$ cat src/rtl/dbus_arbiter_pkg.sv
// Shared types and constants for the two-master data-bus arbiter.
// Window match compares the top WIN_W bits of the byte address against the base.
package dbus_arbiter_pkg;

  typedef enum logic [1:0] {
    ST_IDLE  = 2'd0,
    ST_ISSUE = 2'd1,
    ST_WAIT  = 2'd2,
    ST_RESP  = 2'd3
  } dbus_st_e;

  localparam logic [3:0] WSTB_READ = 4'b0000;
  localparam int         WIN_W     = 12;
  localparam int         NUM_MST   = 2;

  typedef struct packed {
    logic [29:0] addr;
    logic [31:0] wdata;
    logic [3:0]  wstb;
  } dbus_req_t;

  typedef struct packed {
    logic        ack;
    logic        err;
    logic [31:0] rdata;
  } dbus_rsp_t;

endpackage

$ cat src/rtl/dbus_arbiter_rr_arb2.sv
// Two-way round-robin arbiter: a lone requester wins, a tie goes to the master
// that did not win last. last_grant only moves when the caller accepts a grant.
module rr_arb2 (
  input  logic       clk,
  input  logic       rst_n,
  input  logic [1:0] req,
  input  logic       advance,
  output logic [1:0] gnt
);

  logic last_grant;  // 0 = master 0, 1 = master 1

  always_comb begin
    gnt[0] = req[0] & (~req[1] |  last_grant);
    gnt[1] = req[1] & (~req[0] | ~last_grant);
  end

  // Reset to master 1 so master 0 wins the first tie.
  always_ff @(posedge clk or negedge rst_n) begin
    if (!rst_n)                last_grant <= 1'b1;
    else if (advance && |req)  last_grant <= gnt[1];
  end

endmodule

$ cat src/rtl/dbus_arbiter.sv
// Two-master arbiter for the word-aligned data bus: arbitrates, sequences one
// access at a time, decodes DMEM/VRAM chip enables and returns data with a 1-cycle ACK.
module dbus_arbiter
  import dbus_arbiter_pkg::*;
#(
  parameter logic [31:0] DMEM_BASE = 32'h0010_0000,
  parameter logic [31:0] VRAM_BASE = 32'h7ff0_0000,
  parameter int          RD_LAT    = 1
) (
  input  logic        clk,
  input  logic        rst_n,
  input  logic        m0_req,
  input  logic [29:0] m0_addr,
  input  logic [31:0] m0_wdata,
  input  logic [3:0]  m0_wstb,
  output logic        m0_ack,
  output logic [31:0] m0_rdata,
  output logic        m0_err,
  input  logic        m1_req,
  input  logic [29:0] m1_addr,
  input  logic [31:0] m1_wdata,
  input  logic [3:0]  m1_wstb,
  output logic        m1_ack,
  output logic [31:0] m1_rdata,
  output logic        m1_err,
  output logic [29:0] maddr,
  output logic [31:0] mdatao,
  output logic [3:0]  mwstb,
  output logic        cem,
  output logic        cev,
  input  logic [31:0] mdatai_dmem,
  input  logic [31:0] mdatai_vram
);

  localparam int CNT_W = $clog2(RD_LAT + 1);

  localparam logic [WIN_W-1:0] DMEM_WIN = DMEM_BASE[31:32-WIN_W];
  localparam logic [WIN_W-1:0] VRAM_WIN = VRAM_BASE[31:32-WIN_W];

  dbus_req_t [NUM_MST-1:0] mreq;
  dbus_rsp_t [NUM_MST-1:0] rsp;
  logic      [NUM_MST-1:0] req;
  logic      [NUM_MST-1:0] gnt;

  dbus_st_e         state;
  logic             cur_mst;
  logic             is_rd;
  logic             hit_dmem;
  logic             hit_vram;
  logic [CNT_W-1:0] cnt;

  dbus_req_t        greq;
  logic [WIN_W-1:0] g_win;
  logic             g_dmem;
  logic             g_vram;
  logic             advance;
  logic             mapped;
  logic             rd_done;
  logic             rsp_go;
  logic [31:0]      rd_sel;

  assign req     = {m1_req, m0_req};
  assign mreq[0] = {m0_addr, m0_wdata, m0_wstb};
  assign mreq[1] = {m1_addr, m1_wdata, m1_wstb};

  assign advance = (state == ST_IDLE) && (|req);

  rr_arb2 u_arb (
    .clk     (clk),
    .rst_n   (rst_n),
    .req     (req),
    .advance (advance),
    .gnt     (gnt)
  );

  // Decode on the granted request so the window hit is registered with the grant.
  always_comb begin
    greq   = gnt[1] ? mreq[1] : mreq[0];
    g_win  = greq.addr[29:30-WIN_W];
    g_dmem = (g_win == DMEM_WIN);
    g_vram = (g_win == VRAM_WIN) && !g_dmem;
  end

  assign mapped  = hit_dmem | hit_vram;
  assign rd_done = (state == ST_WAIT) && (cnt == CNT_W'(1));
  assign rsp_go  = ((state == ST_ISSUE) && !(is_rd && mapped)) || rd_done;
  assign rd_sel  = hit_dmem ? mdatai_dmem : mdatai_vram;

  always_ff @(posedge clk or negedge rst_n) begin
    if (!rst_n) begin
      state    <= ST_IDLE;
      cur_mst  <= 1'b0;
      is_rd    <= 1'b0;
      hit_dmem <= 1'b0;
      hit_vram <= 1'b0;
      cnt      <= '0;
      maddr    <= '0;
      mdatao   <= '0;
      mwstb    <= '0;
      cem      <= 1'b0;
      cev      <= 1'b0;
    end else begin
      case (state)
        ST_IDLE: begin
          if (advance) begin
            cur_mst  <= gnt[1];
            is_rd    <= (greq.wstb == WSTB_READ);
            hit_dmem <= g_dmem;
            hit_vram <= g_vram;
            maddr    <= greq.addr;
            mdatao   <= greq.wdata;
            mwstb    <= greq.wstb;
            cem      <= g_dmem;
            cev      <= g_vram;
            state    <= ST_ISSUE;
          end
        end
        ST_ISSUE: begin
          cem <= 1'b0;
          cev <= 1'b0;
          if (is_rd && mapped) begin
            cnt   <= CNT_W'(RD_LAT);
            state <= ST_WAIT;
          end else begin
            state <= ST_RESP;
          end
        end
        ST_WAIT: begin
          cnt <= cnt - CNT_W'(1);
          if (cnt == CNT_W'(1)) state <= ST_RESP;
        end
        ST_RESP: state <= ST_IDLE;
        default: state <= ST_IDLE;
      endcase
    end
  end

  // Per-master response: ACK/ERR are pulses, RDATA holds its last value between ACKs.
  always_ff @(posedge clk or negedge rst_n) begin
    if (!rst_n) begin
      rsp <= '0;
    end else begin
      for (int m = 0; m < NUM_MST; m++) begin
        rsp[m].ack <= rsp_go && (cur_mst == 1'(m));
        rsp[m].err <= rsp_go && (cur_mst == 1'(m)) && !mapped;
        if (rd_done && (cur_mst == 1'(m)))
          rsp[m].rdata <= rd_sel;
        else if (rsp_go && (cur_mst == 1'(m)))
          rsp[m].rdata <= '0;
      end
    end
  end

  assign m0_ack   = rsp[0].ack;
  assign m0_err   = rsp[0].err;
  assign m0_rdata = rsp[0].rdata;
  assign m1_ack   = rsp[1].ack;
  assign m1_err   = rsp[1].err;
  assign m1_rdata = rsp[1].rdata;

endmodule
$ cat config.mk
export PLATFORM = sky130hd
export DESIGN_NAME = dbus_arbiter
export DESIGN_NICKNAME = d
export VERILOG_FILES = /design/src/rtl/dbus_arbiter_pkg.sv /design/src/rtl/dbus_arbiter_rr_arb2.sv /design/src/rtl/dbus_arbiter.sv
export SDC_FILE = /design/constraint.sdc
export NUM_CORES = 1
export LEC_CHECK = 0
export BUFFER_PORTS_ARGS = -buffer_cell sky130_fd_sc_hd__buf_2
export CAP_MARGIN = 10
export CORE_AREA = 2 2 130 132
export DETAILED_ROUTE_END_ITERATION = 6
export DIE_AREA = 0 0 132 134
export PLACE_DENSITY = 0.72
export SLEW_MARGIN = 25
export SYNTH_ARGS = -nofsm -noshare
export SYNTH_HDL_FRONTEND = slang
export SYNTH_SLANG_ARGS = --single-unit
export TNS_END_PERCENT = 100
$ cat constraint.sdc
create_clock -name clk -period 2.3 [get_ports clk]
set_clock_uncertainty 0.2 [all_clocks]
set_input_delay 0 -clock clk [delete_from_list [all_inputs] [get_ports clk]]
set_output_delay 0 -clock clk [all_outputs]
set_load 0.01 [all_outputs]
======== Word level (Yosys, flattened, before mapping) ========
Index checks and enable logic that the tools add are counted.
word-level totals
  bits in registers ....................... 144
  input bits .............................. 200
  output and inout port bits .............. 136
operators by class
  add/subtract/negate cells ............... 1
  eq/ne operators ......................... 8
  mux-type cells .......................... 16
  bitwise gates (word level) .............. 6
  reduce and logical (&&, ||, !) cells .... 27
operators by type and width
  cell                    number
  $mux W32                5
  $mux W66                1
  $eq A12 B1 Y1 const B   1
  $eq A12 B11 Y1 const B  1
  $logic_and A1 B1 Y1     12
  $pmux W2 S4             1
  $reduce_and A2 Y1       4
  $reduce_bool A2 Y1      4
  $pmux W1 S2             3
  $eq A2 B2 Y1 const B    2
  $logic_not A4 Y1        1
  $mux W1                 4
  $mux W2                 2
  $ne A2 B1 Y1 const B    2
  $logic_not A1 Y1        3
  $not A1 Y1              3
  $eq A2 B1 Y1 const B    1
  $logic_not A2 Y1        1
  $ne A2 B2 Y1 const B    1
  $or A1 B1 Y1            2
  $reduce_or A2 Y1        1
  $and A1 B1 Y1           1
  $logic_or A1 B1 Y1      1
  $sub A1 B1 Y1 const B   1

======== Longest topological paths before layout ========
Gate-level depths: netlist (run 1).
  word-level depth ........................ 9
  depth in mapped cells ................... 9
  depth with buffers taken out ............ 6

======== Cells and area by module ========
A second synthesis (run 1) with hierarchy kept.
second synthesis, totals
  cell total of the unflattened synthesis .. 558
  area total of the unflattened synthesis .. 6453.7 um2
modules (own cells, without submodules)
  module        times used  cells each  area each (um2)  seq. area each (um2)
  dbus_arbiter  1           552         6397.4           3578.4
  rr_arb2       1           6           56.3             26.3

======== Least setup slack after synthesis (run 1) ========
OpenSTA, ideal clock, no wires.
  path kind ............................... reg2reg
  start point ............................. register state[0]
  end point ............................... register rsp (netlist bit m0_rdata[10])
  setup time .............................. 78 ps
  arrival ................................. 1459 ps
  required time ........................... 2022 ps
  path slack .............................. 563 ps
  cell stages (with the launch flop) ...... 8
  path buffers ............................ 2
  period minus slack after synthesis ...... 1737 ps
  cells stage by stage .................... dfrtp_1 inv_1 ha_1 nand2_1 or2_2 clkbuf_1 clkbuf_1 o2bb2ai_1
on the way
  cells in the longest elaborated chain, start to end .. 5
  elaborated cells between the ends (all ways) .. 9
  classes of those cells .................. 2 x eq/ne; 1 x mux; 6 x reduce/logical
ends and longest elaborated chain
  item                                                 RTL line                                RTL
  from (decl)                                          dbus_arbiter.sv:45                      dbus_st_e state;
  from (signal assigned)                               dbus_arbiter.sv:91                      state <= ST_IDLE;
  from (signal assigned)                               dbus_arbiter.sv:115                     state <= ST_ISSUE;
  from (signal assigned)                               dbus_arbiter.sv:123                     state <= ST_WAIT;
  $eq A2 B1 Y1 / $eq A2 B2 Y1 (equally long branches)  dbus_arbiter.sv:86, dbus_arbiter.sv:85
  $logic_and A1 B1 Y1 (on tied branches)               dbus_arbiter.sv:86, dbus_arbiter.sv:85
  $logic_or A1 B1 Y1                                   dbus_arbiter.sv:86                      assign rsp_go = ((state == ST_ISSUE) && !(is_rd && mapped)) || rd_done;
  $logic_and A1 B1 Y1                                  dbus_arbiter.sv:148                     else if (rsp_go && (cur_mst == 1'(m)))
  $reduce_bool A2 Y1 (no source line)                  n/a
  to (decl)                                            dbus_arbiter.sv:41                      dbus_rsp_t [NUM_MST-1:0] rsp;
Several ways; a longest one is shown, not always the timed one.
A chain may end at the register's enable or synchronous reset.

======== Final worst setup path (run 1) ========
  start point ............................. register u_arb.last_grant
  end point ............................... register cev
on the way
  cells in the longest elaborated chain, start to end .. 9
  elaborated cells between the ends (all ways) .. 10
  classes of those cells .................. 2 x eq/ne; 3 x mux; 3 x bitwise; 2 x reduce/logical
ends and longest elaborated chain
  item                    RTL line                    RTL
  from (decl)             dbus_arbiter_rr_arb2.sv:11  logic last_grant;
  from (signal assigned)  dbus_arbiter_rr_arb2.sv:21  else if (advance && |req) last_grant <= gnt[1];
  $not A1 Y1 *            dbus_arbiter_rr_arb2.sv:15  gnt[1] = req[1] & (~req[0] | ~last_grant);
  $or A1 B1 Y1 *          dbus_arbiter_rr_arb2.sv:15
  $and A1 B1 Y1 *         dbus_arbiter_rr_arb2.sv:15
  $mux W66 *              dbus_arbiter.sv:78          greq = gnt[1] ? mreq[1] : mreq[0];
  $eq A12 B1 Y1           dbus_arbiter.sv:80          g_dmem = (g_win == DMEM_WIN);
  $logic_not A1 Y1        dbus_arbiter.sv:81          g_vram = (g_win == VRAM_WIN) && !g_dmem;
  $logic_and A1 B1 Y1 *   dbus_arbiter.sv:81
  $mux W1 *               dbus_arbiter.sv:105         if (advance) begin
  $pmux W1 S2 *           dbus_arbiter.sv:103         case (state)
  to (signal assigned)    dbus_arbiter.sv:114         cev <= g_vram;
  to (decl)               dbus_arbiter.sv:30          output logic cev,
Mark *: on every way between the ends. The rest lies on a longest branch, timed or not. The select of a mux whose other input is x is not followed.

==> results of run 1 <==
[per-layer routing]
metal / GRT usage [%] / up-vias
met3: 8.65 / 116
met5: 0 / -
li1: - / 3302
met2: 45.9 / 538
met1: 33.5 / 3428
met4: 16.4 / 0
[where the power goes]
part	total (W)	leakage, nW	internal, W	switching (W)
logic	0.00508	3.18	0.00223	0.00285
clock network	0.00278	0.285	0.00173	0.00105
registers	0.00426	1.76	0.00364	0.000613
[cell type report]
| class | instances | area, µm² |
|---|---|---|
| fill | 1107 | 5300 |
| inverter | 5 | 18.8 |
| antenna | 1 | 2.50 |
| multi-input combinational | 426 | 2490 |
| clock inverter | 9 | 134 |
| sequential | 144 | 3610 |
| clock buffer | 22 | 454 |
| tap | 220 | 275 |
| timing repair buffer | 564 | 4010 |
[worst max-delay path, cell delays in order, from the launching register on]
cell and delay, ps:
dfstp_2 580, a21boi_4 130, nor4_1 390, o221ai_1 230, dlygate4sd3_1 620, o21ai_1 110
[worst max path at each step]
stage	slack (ps)	depth (start not counted)	startpoint	endpoint
6_report	-30	5	u_arb.last_grant$_DFFE_PN1P_	cev$_DFFE_PN0P_
5_1_grt	-30	6	u_arb.last_grant$_DFFE_PN1P_	is_rd$_DFFE_PN0P_
4_1_cts	20	7	state[0]$_DFFE_PN0P_	maddr[22]$_DFFE_PN0P_
3_5_place_dp	330	6	state[0]$_DFFE_PN0P_	mwstb[2]$_DFFE_PN0P_
3_3_place_gp	410	6	state[0]$_DFFE_PN0P_	mdatao[14]$_DFFE_PN0P_
2_1_floorplan	560	7	state[0]$_DFFE_PN0P_	m0_rdata[10]$_DFFE_PN0P_
[sequential cells by signal, summed over array words and instances, names as in the netlist, 2 cells and up]
| register | flops |
|---|---|
| m0_rdata | 32 |
| m1_rdata | 32 |
| mdatao | 32 |
| maddr | 30 |
| mwstb | 4 |
| state | 2 |
[synthesized netlist by cell type, types with 3 or more instances]
master	instances	share of area, %
inv_1	5	0.30
mux2i_1	32	5.0
nor2_1	67	4.0
a31oi_1	68	6.7
a21oi_1	4	0.31
o21ai_1	3	0.24
nor4_1	6	0.59
buf_2	26	2.0
clkbuf_1	15	0.89
nand2_1	145	8.6
dfrtp_1	143	56
buf_4	4	0.47
o2bb2ai_1	64	8.8
ha_1	3	0.59
buf_6	5	0.89
o21ai_0	5	0.39
nand4_1	4	0.39
nand3_1	3	0.24
[through the flow]
stage	hold WS [ps]	TNS (ps)	setup WS, ps	std cells
after floorplan	-496	0	563	625
after global placement	-334	0	413	1147
after detailed placement	-332	0	326	1147
after CTS	4.92	0	24.5	1390
after global routing	29.1	-55.8	-30.2	1391
final	-15.6	-26.9	-26.9	1391
[cells by family (layout without fill, tap and decap cells)]
kind of cell / after synthesis / count (layout) / share of synthesized area (%)
flip-flops: 144 / 144 / 56.7
other: 0 / 1 / 0
buffers and inverters: 55 / 600 / 4.58
adder cells (fa/ha/maj): 3 / 3 / 0.590
AO/OA/AOI/OAI: 155 / 155 / 18.1
AND/OR/NAND/NOR: 236 / 236 / 15.0
multiplexers: 32 / 32 / 5.04
[timing repair]
| action | CTS | global route |
|---|---|---|
| endpoints found under the hold margin | 282 | 0 |
| hold buffers | 212 | 0 |
| gates resized for setup | 0 | 4 |
| endpoints found under the setup margin | 0 | 9 |
==> results.yml, run 1 <==
logic_synthesis:
  synth_nets: 828
  syn_inst: 625
  avgSynthCellArea_um2: 10.2
  synthFlopType: "dfrtp_1"
  netlist_area_um2: 6360
  ys_seq_area_share_pct: 56.7
  postSynth.asyncResetShare_pct: 100
  synth.distinct_cells: 34
  ys_ff_latch: 144
  synth_edf_count: 0
  yosysWarnings: 0
clock_tree:
  clock-sinks: 144
  cts.clk_slew.worst_paths_ps: 60
  cts-root-buf: "clkbuf_16"
  cts_buffers: 17
  cts_max_level: 4
  tritoncts: "built"
  clock_latency_ps: 410
  postCtsSetupRepairBufs: 0
  cts_buffer_depth: 2
sta:
  fmax_mhz: 430
  tightest_slew_ps: 670
  fin_crit_sh_pct: 101
  min_period_ps: 2330
  rsz0062_at_grt: "true"
  final_hold_viol_count: 12
  hold_ws_ps: -15.6
  finalMaxSlewViolations: 0
  setup_viol: 1
  worst_slack_ps: -26.9
  relSlewSlack_pct: 55.3
run_status:
  violations: "negative hold slack, negative setup slack"
  outcome: "finished, violations left"
floorplan:
  num_rows: 47
  core_area_um2: 16300
  die_h_um: 134
  pin_count: 336
  die_x_um: 132
  dieArea_um2: 17700
  initial_utilization_pct: 39.0
grt:
  track_usage_pct: 28.3
  grt_pass1_wl_mm: 39.4
  grt_pass1_vias: 7553
  grt_start_max_net_pins: 103
  grt_overflow: 0
  antenna_found_initial: 1
worst_setup_path:
  timing.rr.start: "u_arb.last_grant$_DFFE_PN1P_"
  critPathRequiredTime_ps: 2440
  r2r_slack_ps: -30
  cp-end-kind: "register"
  critPathArrivalTime_ps: 2460
  path_max_fanout: 12
  r2r_end: "cev$_DFFE_PN0P_"
  path_class: "register to register"
  startpoint_type: "register"
  ff2ff_path_depth: 5
power_and_ir_drop:
  leakagePower_nw: 5.23
  cellPowerDensity_nw_per_um2: 1100
  ir_drop_mv: 0.620
  finalPower_w: 0.0121
finish:
  layout_common_cells: "buf_2 (335), dlygate4sd3_1 (211), nand2_1 (145)"
  layout-drive-gt1-share_pct: 33.3
  fin_nets: 1361
  utilization_pct: 67.4
  fin_area_um2: 11000
  syn_to_final_growth_pct: 72.8
  final_common_cell: "buf_2"
route:
  wl_per_cell_um: 18.1
  routed_wl_mm: 25.2
  wl_met1_mm: 9.54
  route.met3.wl_mm: 2.54
  via_count: 7384
  ant_nets: 0
  drc: 0
  highest_layer: "met4"
  met2_length_mm: 11.6
  vias_per_cell: 5.31
  dr.pass1.iters: 5
  first_iter_violations: 425
flow_run:
  cap_violations: 0
placement:
  place_area_um2: 8260
  gp_routability_congestion: 0.870
  portBuffers: 335
  dp_hpwl_mm: 14.1
min_path:
  hp-class: "input pin to asynchronous set/reset pin"
No activity file was read; power rests on OpenSTA's default activity.
==> run 2: changes to the inputs <==
--- a/config.mk
+++ b/config.mk
@@ -7,10 +7,11 @@
 export LEC_CHECK = 0
 export BUFFER_PORTS_ARGS = -buffer_cell sky130_fd_sc_hd__buf_2
 export CAP_MARGIN = 10
-export CORE_AREA = 2 2 130 132
+export CORE_ASPECT_RATIO = 0.75
+export CORE_MARGIN = 2
+export CORE_UTILIZATION = 31
 export DETAILED_ROUTE_END_ITERATION = 6
-export DIE_AREA = 0 0 132 134
-export PLACE_DENSITY = 0.72
+export PLACE_DENSITY = 0.6
 export SLEW_MARGIN = 25
 export SYNTH_ARGS = -nofsm -noshare
 export SYNTH_HDL_FRONTEND = slang
==> run 2 against run 1 <==
Combinational power grew 2%. Global-route usage shrank 5.5 points. Via count shrank 1.7%. Die area grew 23%. Count of clock-buffer cells in the layout shrank 4. Power grew 0.60%. Non-clock buffer count grew 10. Register-to-register slack gained 150 ps. Sequential share of layout area shrank 0.61 points. Final area grew 1.9%. Setup slack gained 130 ps. The flow now finishes without violations. Maximum frequency grew 5.8%.
==> results.yml, run 2 (synthesis results as in run 1) <==
floorplan:
  initial_utilization_pct: 31.6
  core_area_um2: 20200
  num_rows: 45
  die_h_um: 128
  die_x_um: 169
  pin_count: 336
  dieArea_um2: 21700
sta:
  hold_ws_ps: 99.4
  rsz0062_at_grt: "false"
  fin_tns_setup_ps: 0
  min_period_ps: 2200
  fmax_mhz: 455
  tightest_slew_ps: 688
  relSlewSlack_pct: 54.1
  fin_crit_sh_pct: 95.6
  setup_viol: 0
  final_hold_viol_count: 0
  finalMaxSlewViolations: 0
grt:
  track_usage_pct: 22.8
  grt_pass1_vias: 7186
  antenna_found_initial: 0
  grt_start_max_net_pins: 59
  grt_pass1_wl_mm: 38.5
  grt_overflow: 0
worst_setup_path:
  cpLargestDelayFamily: "buffers and inverters"
  r2r_slack_ps: 120
  critPathArrivalTime_ps: 2340
  critPathMaxStageDelay_ps: 620
  cp-end-kind: "register"
  path_class: "input pin to register"
  crit_chain: "dlygate4sd3_1 -> buf_2 -> nor4_1 -> dlygate4sd3_1 -> nand3_1 -> a221o_1 -> o21ai_1"
  timing.rr.start: "u_arb.last_grant$_DFFE_PN1P_"
  path_buf_inv: 3
  cpMostUsedCell: "dlygate4sd3_1"
  startpoint_type: "input pin"
  path_max_fanout: 3
  worstSetupStartpoint: "m1_addr[23]"
  path_depth: 7
  crit_end: "cem$_DFFE_PN0P_"
  critPathRequiredTime_ps: 2440
  ff2ff_path_depth: 5
  slowest_stage: "dlygate4sd3_1"
  r2r_end: "hit_vram$_DFFE_PN0P_"
route:
  first_iter_violations: 638
  dr.pass1.iters: 7
  via_count: 7257
  vias_per_cell: 5.04
  drc: 0
  ant_nets: 0
  routed_wl_mm: 25.4
  wl_per_cell_um: 17.7
finish:
  final_common_cell: "buf_2"
  syn_to_final_growth_pct: 76.0
  fin_nets: 1371
  antenna-diode-count: 0
  utilization_pct: 55.5
  layout-drive-gt1-share_pct: 34.2
  layout_common_cells: "buf_2 (334), dlygate4sd3_1 (212), nand2_1 (145)"
power_and_ir_drop:
  netSwitchingPower_w: 0.00466
  cellPowerDensity_nw_per_um2: 1090
  p_sw_share_pct: 38.2
  p_clk_share_pct: 22.6
  seq_power_share_pct: 34.9
  ir_drop_mv: 0.543
  p_int_w: 0.00753
  pwr-share-comb_pct: 42.5
  leakagePower_nw: 5.31
clock_tree:
  cts_buffer_depth: 2
  cts_max_level: 4
  cts.clk_slew.worst_paths_ps: 70
  tritoncts: "built"
  cts-root-buf: "clkbuf_16"
  clock_latency_ps: 410
  cts_buffers: 17
  clock-sinks: 144
run_status:
  outcome: "complete, no violations"
placement:
  dp_hpwl_mm: 14.9
  gp_routability_congestion: 0.851
  portBuffers: 335
flow_run:
  cap_violations: 0
min_path:
  hp-class: "input pin to register"
-- run 2: cell types whose count changed in the layout (fill, tap and decap cells not counted), moves of 3 or more --
cell,before,now
inv_8,0,3
buf_4,10,14
clkbuf_1,4,0
inv_6,1,5
buf_12,6,10
-- run 2: power groups by stage --
stage / logic (W) / registers [W] / clock network, W
6_report: 0.00518 / 0.00426 / 0.00275
5_1_grt: 0.00564 / 0.00439 / 0.00294
4_1_cts: 0.00496 / 0.00424 / 0.00282
3_5_place_dp: 0.00464 / 0.00426 / 0
3_3_place_gp: 0.00456 / 0.00426 / 0
2_1_floorplan: 0.00210 / 0.00471 / 0
-- run 2: worst reg2reg max path, cell delays in order, from the launching register on --
cell and delay, ps:
dfstp_2 580, a21bo_4 260, nor4_2 90, o221ai_1 300, nand2_1 80, dlygate4sd3_1 560
-- run 2: final cells by class --
type | instances | area [µm²]
Multi-Input combinational cell | 426 | 2480
Fill cell | 1664 | 8960
Timing Repair Buffer | 574 | 4190
Sequential cell | 144 | 3610
Clock buffer | 18 | 439
Inverter | 5 | 18.8
Clock inverter | 14 | 144
Tap cell | 258 | 323
-- run 2: metrics by stage --
| stage | total power [W] | cell area (µm²) | cells | worst slack (ps) |
|---|---|---|---|---|
| finish | 0.0122 | 11200 | 1439 | 101 |
| global route | 0.0130 | 11200 | 1439 | 6.13 |
| CTS | 0.0120 | 11100 | 1432 | 22.2 |
| detailed placement | 0.00890 | 8370 | 1187 | 356 |
| global placement | 0.00882 | 8370 | 1187 | 444 |
| floorplan | 0.00681 | 6360 | 625 | 563 |
-- run 2: what timing repair did --
| action | CTS | global route |
|---|---|---|
| hold buffers | 213 | 0 |
| gates resized for setup | 0 | 3 |
| hold endpoints to repair | 282 | 0 |
| setup endpoints to repair | 0 | 3 |
| buffers inserted | 0 | 5 |
-- run 2: worst min path at each step --
stage | start | endpoint | slack [ps] | cells past startpoint
after floorplan | rst_n | cem$_DFFE_PN0P_ | -500 | 0
after global placement | rst_n | maddr[8]$_DFFE_PN0P_ | -250 | 1
after detailed placement | rst_n | maddr[7]$_DFFE_PN0P_ | -250 | 1
after CTS | m1_addr[21] | cev$_DFFE_PN0P_ | 50 | 5
after global routing | m1_addr[21] | cev$_DFFE_PN0P_ | 100 | 5
final | m1_addr[21] | cev$_DFFE_PN0P_ | 100 | 5
-- run 2: per-layer routing --
| metal | track usage (%) | share of wire, % | wire length (µm) |
|---|---|---|---|
| met4 | 12.0 | 4.7 | 1200 |
| met2 | 37.0 | 46 | 11700 |
| met1 | 28.0 | 40 | 10300 |
| met5 | 0 | 0 | 0 |
| met3 | 6.24 | 8.8 | 2220 |
==> run 3: changes to the inputs <==
--- a/config.mk
+++ b/config.mk
@@ -11,6 +11,7 @@
 export CORE_MARGIN = 2
 export CORE_UTILIZATION = 31
 export DETAILED_ROUTE_END_ITERATION = 6
+export MAX_ROUTING_LAYER = met4
 export PLACE_DENSITY = 0.6
 export SLEW_MARGIN = 25
 export SYNTH_ARGS = -nofsm -noshare
==> run 3 against run 2 <==
Non-clock buffer count did not move. Clock power about the same. Final area unchanged. Setup slack improved by 4.2 ps. Final cell count stayed put. Utilization unchanged. Flip-flop and latch count unchanged. Critical endpoint unchanged. Largest power group unchanged.
==> results.yml, run 3 (synthesis results as in run 1) <==
finish:
  antenna-diode-count: 0
  fin_nets: 1371
  final_common_cell: "buf_2"
  layout_common_cells: "buf_2 (334), dlygate4sd3_1 (212), nand2_1 (145)"
  syn_to_final_growth_pct: 76.0
  layout-drive-gt1-share_pct: 34.2
sta:
  setup_viol: 0
  min_period_ps: 2190
  fmax_mhz: 456
  rsz0062_at_grt: "false"
  fin_tns_setup_ps: 0
  tightest_slew_ps: 667
  final_hold_viol_count: 0
  finalMaxSlewViolations: 0
  fin_crit_sh_pct: 95.4
  relSlewSlack_pct: 55.5
worst_setup_path:
  critPathArrivalTime_ps: 2340
  worstSetupStartpoint: "m1_addr[23]"
  cp-end-kind: "register"
  path_max_fanout: 3
  timing.rr.start: "u_arb.last_grant$_DFFE_PN1P_"
  startpoint_type: "input pin"
  critPathRequiredTime_ps: 2440
  path_class: "input pin to register"
route:
  wl_per_cell_um: 17.6
  ant_nets: 0
  routed_wl_mm: 25.4
  drc: 0
  dr.pass1.iters: 7
  vias_per_cell: 5.02
  first_iter_violations: 644
  via_count: 7229
flow_run:
  cap_violations: 0
power_and_ir_drop:
  seq_power_share_pct: 35.0
  leakagePower_nw: 5.31
  cellPowerDensity_nw_per_um2: 1090
  pwr-share-comb_pct: 42.5
  netSwitchingPower_w: 0.00465
  p_int_w: 0.00753
  p_sw_share_pct: 38.2
  ir_drop_mv: 0.541
  finalPower_w: 0.0122
  p_clk_share_pct: 22.5
floorplan:
  die_x_um: 169
  initial_utilization_pct: 31.6
  core_area_um2: 20200
  die_h_um: 128
  pin_count: 336
  dieArea_um2: 21700
  num_rows: 45
run_status:
  outcome: "complete, no violations"
placement:
  gp_routability_congestion: 0.864
  portBuffers: 335
  dp_hpwl_mm: 14.9
grt:
  grt_start_max_net_pins: 59
  grt_overflow: 0
  grt_pass1_vias: 7216
  antenna_found_initial: 0
  track_usage_pct: 23.4
  grt_pass1_wl_mm: 38.4
clock_tree:
  cts_buffers: 17
  cts_buffer_depth: 2
  cts.clk_slew.worst_paths_ps: 70
  clock-sinks: 144
  cts_max_level: 4
  clock_latency_ps: 410
  cts-root-buf: "clkbuf_16"
  tritoncts: "built"
min_path:
  hp-class: "input pin to register"
  hp-start: "m1_addr[21]"
run 3: critical path, stage by stage:
cell,delay [ps]
dlygate4sd3_1,540
buf_2,160
nor4_1,440
dlygate4sd3_1,620
nand3_1,100
a221o_1,370
o21ai_1,120
run 3: path summary, 6_finish.rpt:
kind	slack, ps	to	cells after the start
max in group asynchronous	1040	mdatao[14]$_DFFE_PN0P_	4
setup reg to reg	120	hit_vram$_DFFE_PN0P_	5
hold / removal	80	cev$_DFFE_PN0P_	5
hold reg to reg	280	m1_rdata[13]$_DFFE_PN0P_	1
setup / recovery	110	cem$_DFFE_PN0P_	7
min in group asynchronous	570	u_arb.last_grant$_DFFE_PN1P_	3
run 3: power by group through the flow:
stage	Combinational, W	Clock [W]	Sequential (W)
after global placement	0.00456	0	0.00426
after CTS	0.00496	0.00282	0.00424
after floorplan	0.00210	0	0.00471
final	0.00518	0.00274	0.00426
after global routing	0.00564	0.00293	0.00439
after detailed placement	0.00464	0	0.00426
run 3: routing by layer:
metal	wire length, µm	GRT usage (%)
met5	0	-
met4	1160	12.2
met3	2180	5.68
met2	11800	37.0
met1	10300	28.1
run 3: per-stage QoR:
stage | utilization [%] | cells | hold WS [ps] | setup WS [ps] | instance area, µm²
after detailed placement | 41.5 | 1187 | -253 | 356 | 8370
after CTS | 55.0 | 1432 | 45.5 | 22.2 | 11100
after floorplan | - | 625 | -496 | 563 | 6360
final | 55.5 | 1439 | 77.4 | 106 | 11200
after global placement | 41.5 | 1187 | -246 | 444 | 8370
after global routing | 55.5 | 1439 | 98.0 | 6.65 | 11200
run 3: final cells by class:
class | count | area (µm²)
Multi-Input combinational cell | 426 | 2480
Timing Repair Buffer | 574 | 4190
Clock buffer | 18 | 439
Sequential cell | 144 | 3610
Tap cell | 258 | 323
Fill cell | 1664 | 8960
Clock inverter | 14 | 144
Inverter | 5 | 18.8
run 3: repair_timing:
item                       4_1_cts  5_1_grt
hold endpoints to repair       282        0
setup endpoints to repair        0        3
hold buffers                   213        0
gates resized for setup          0        3
setup buffers                    0        5
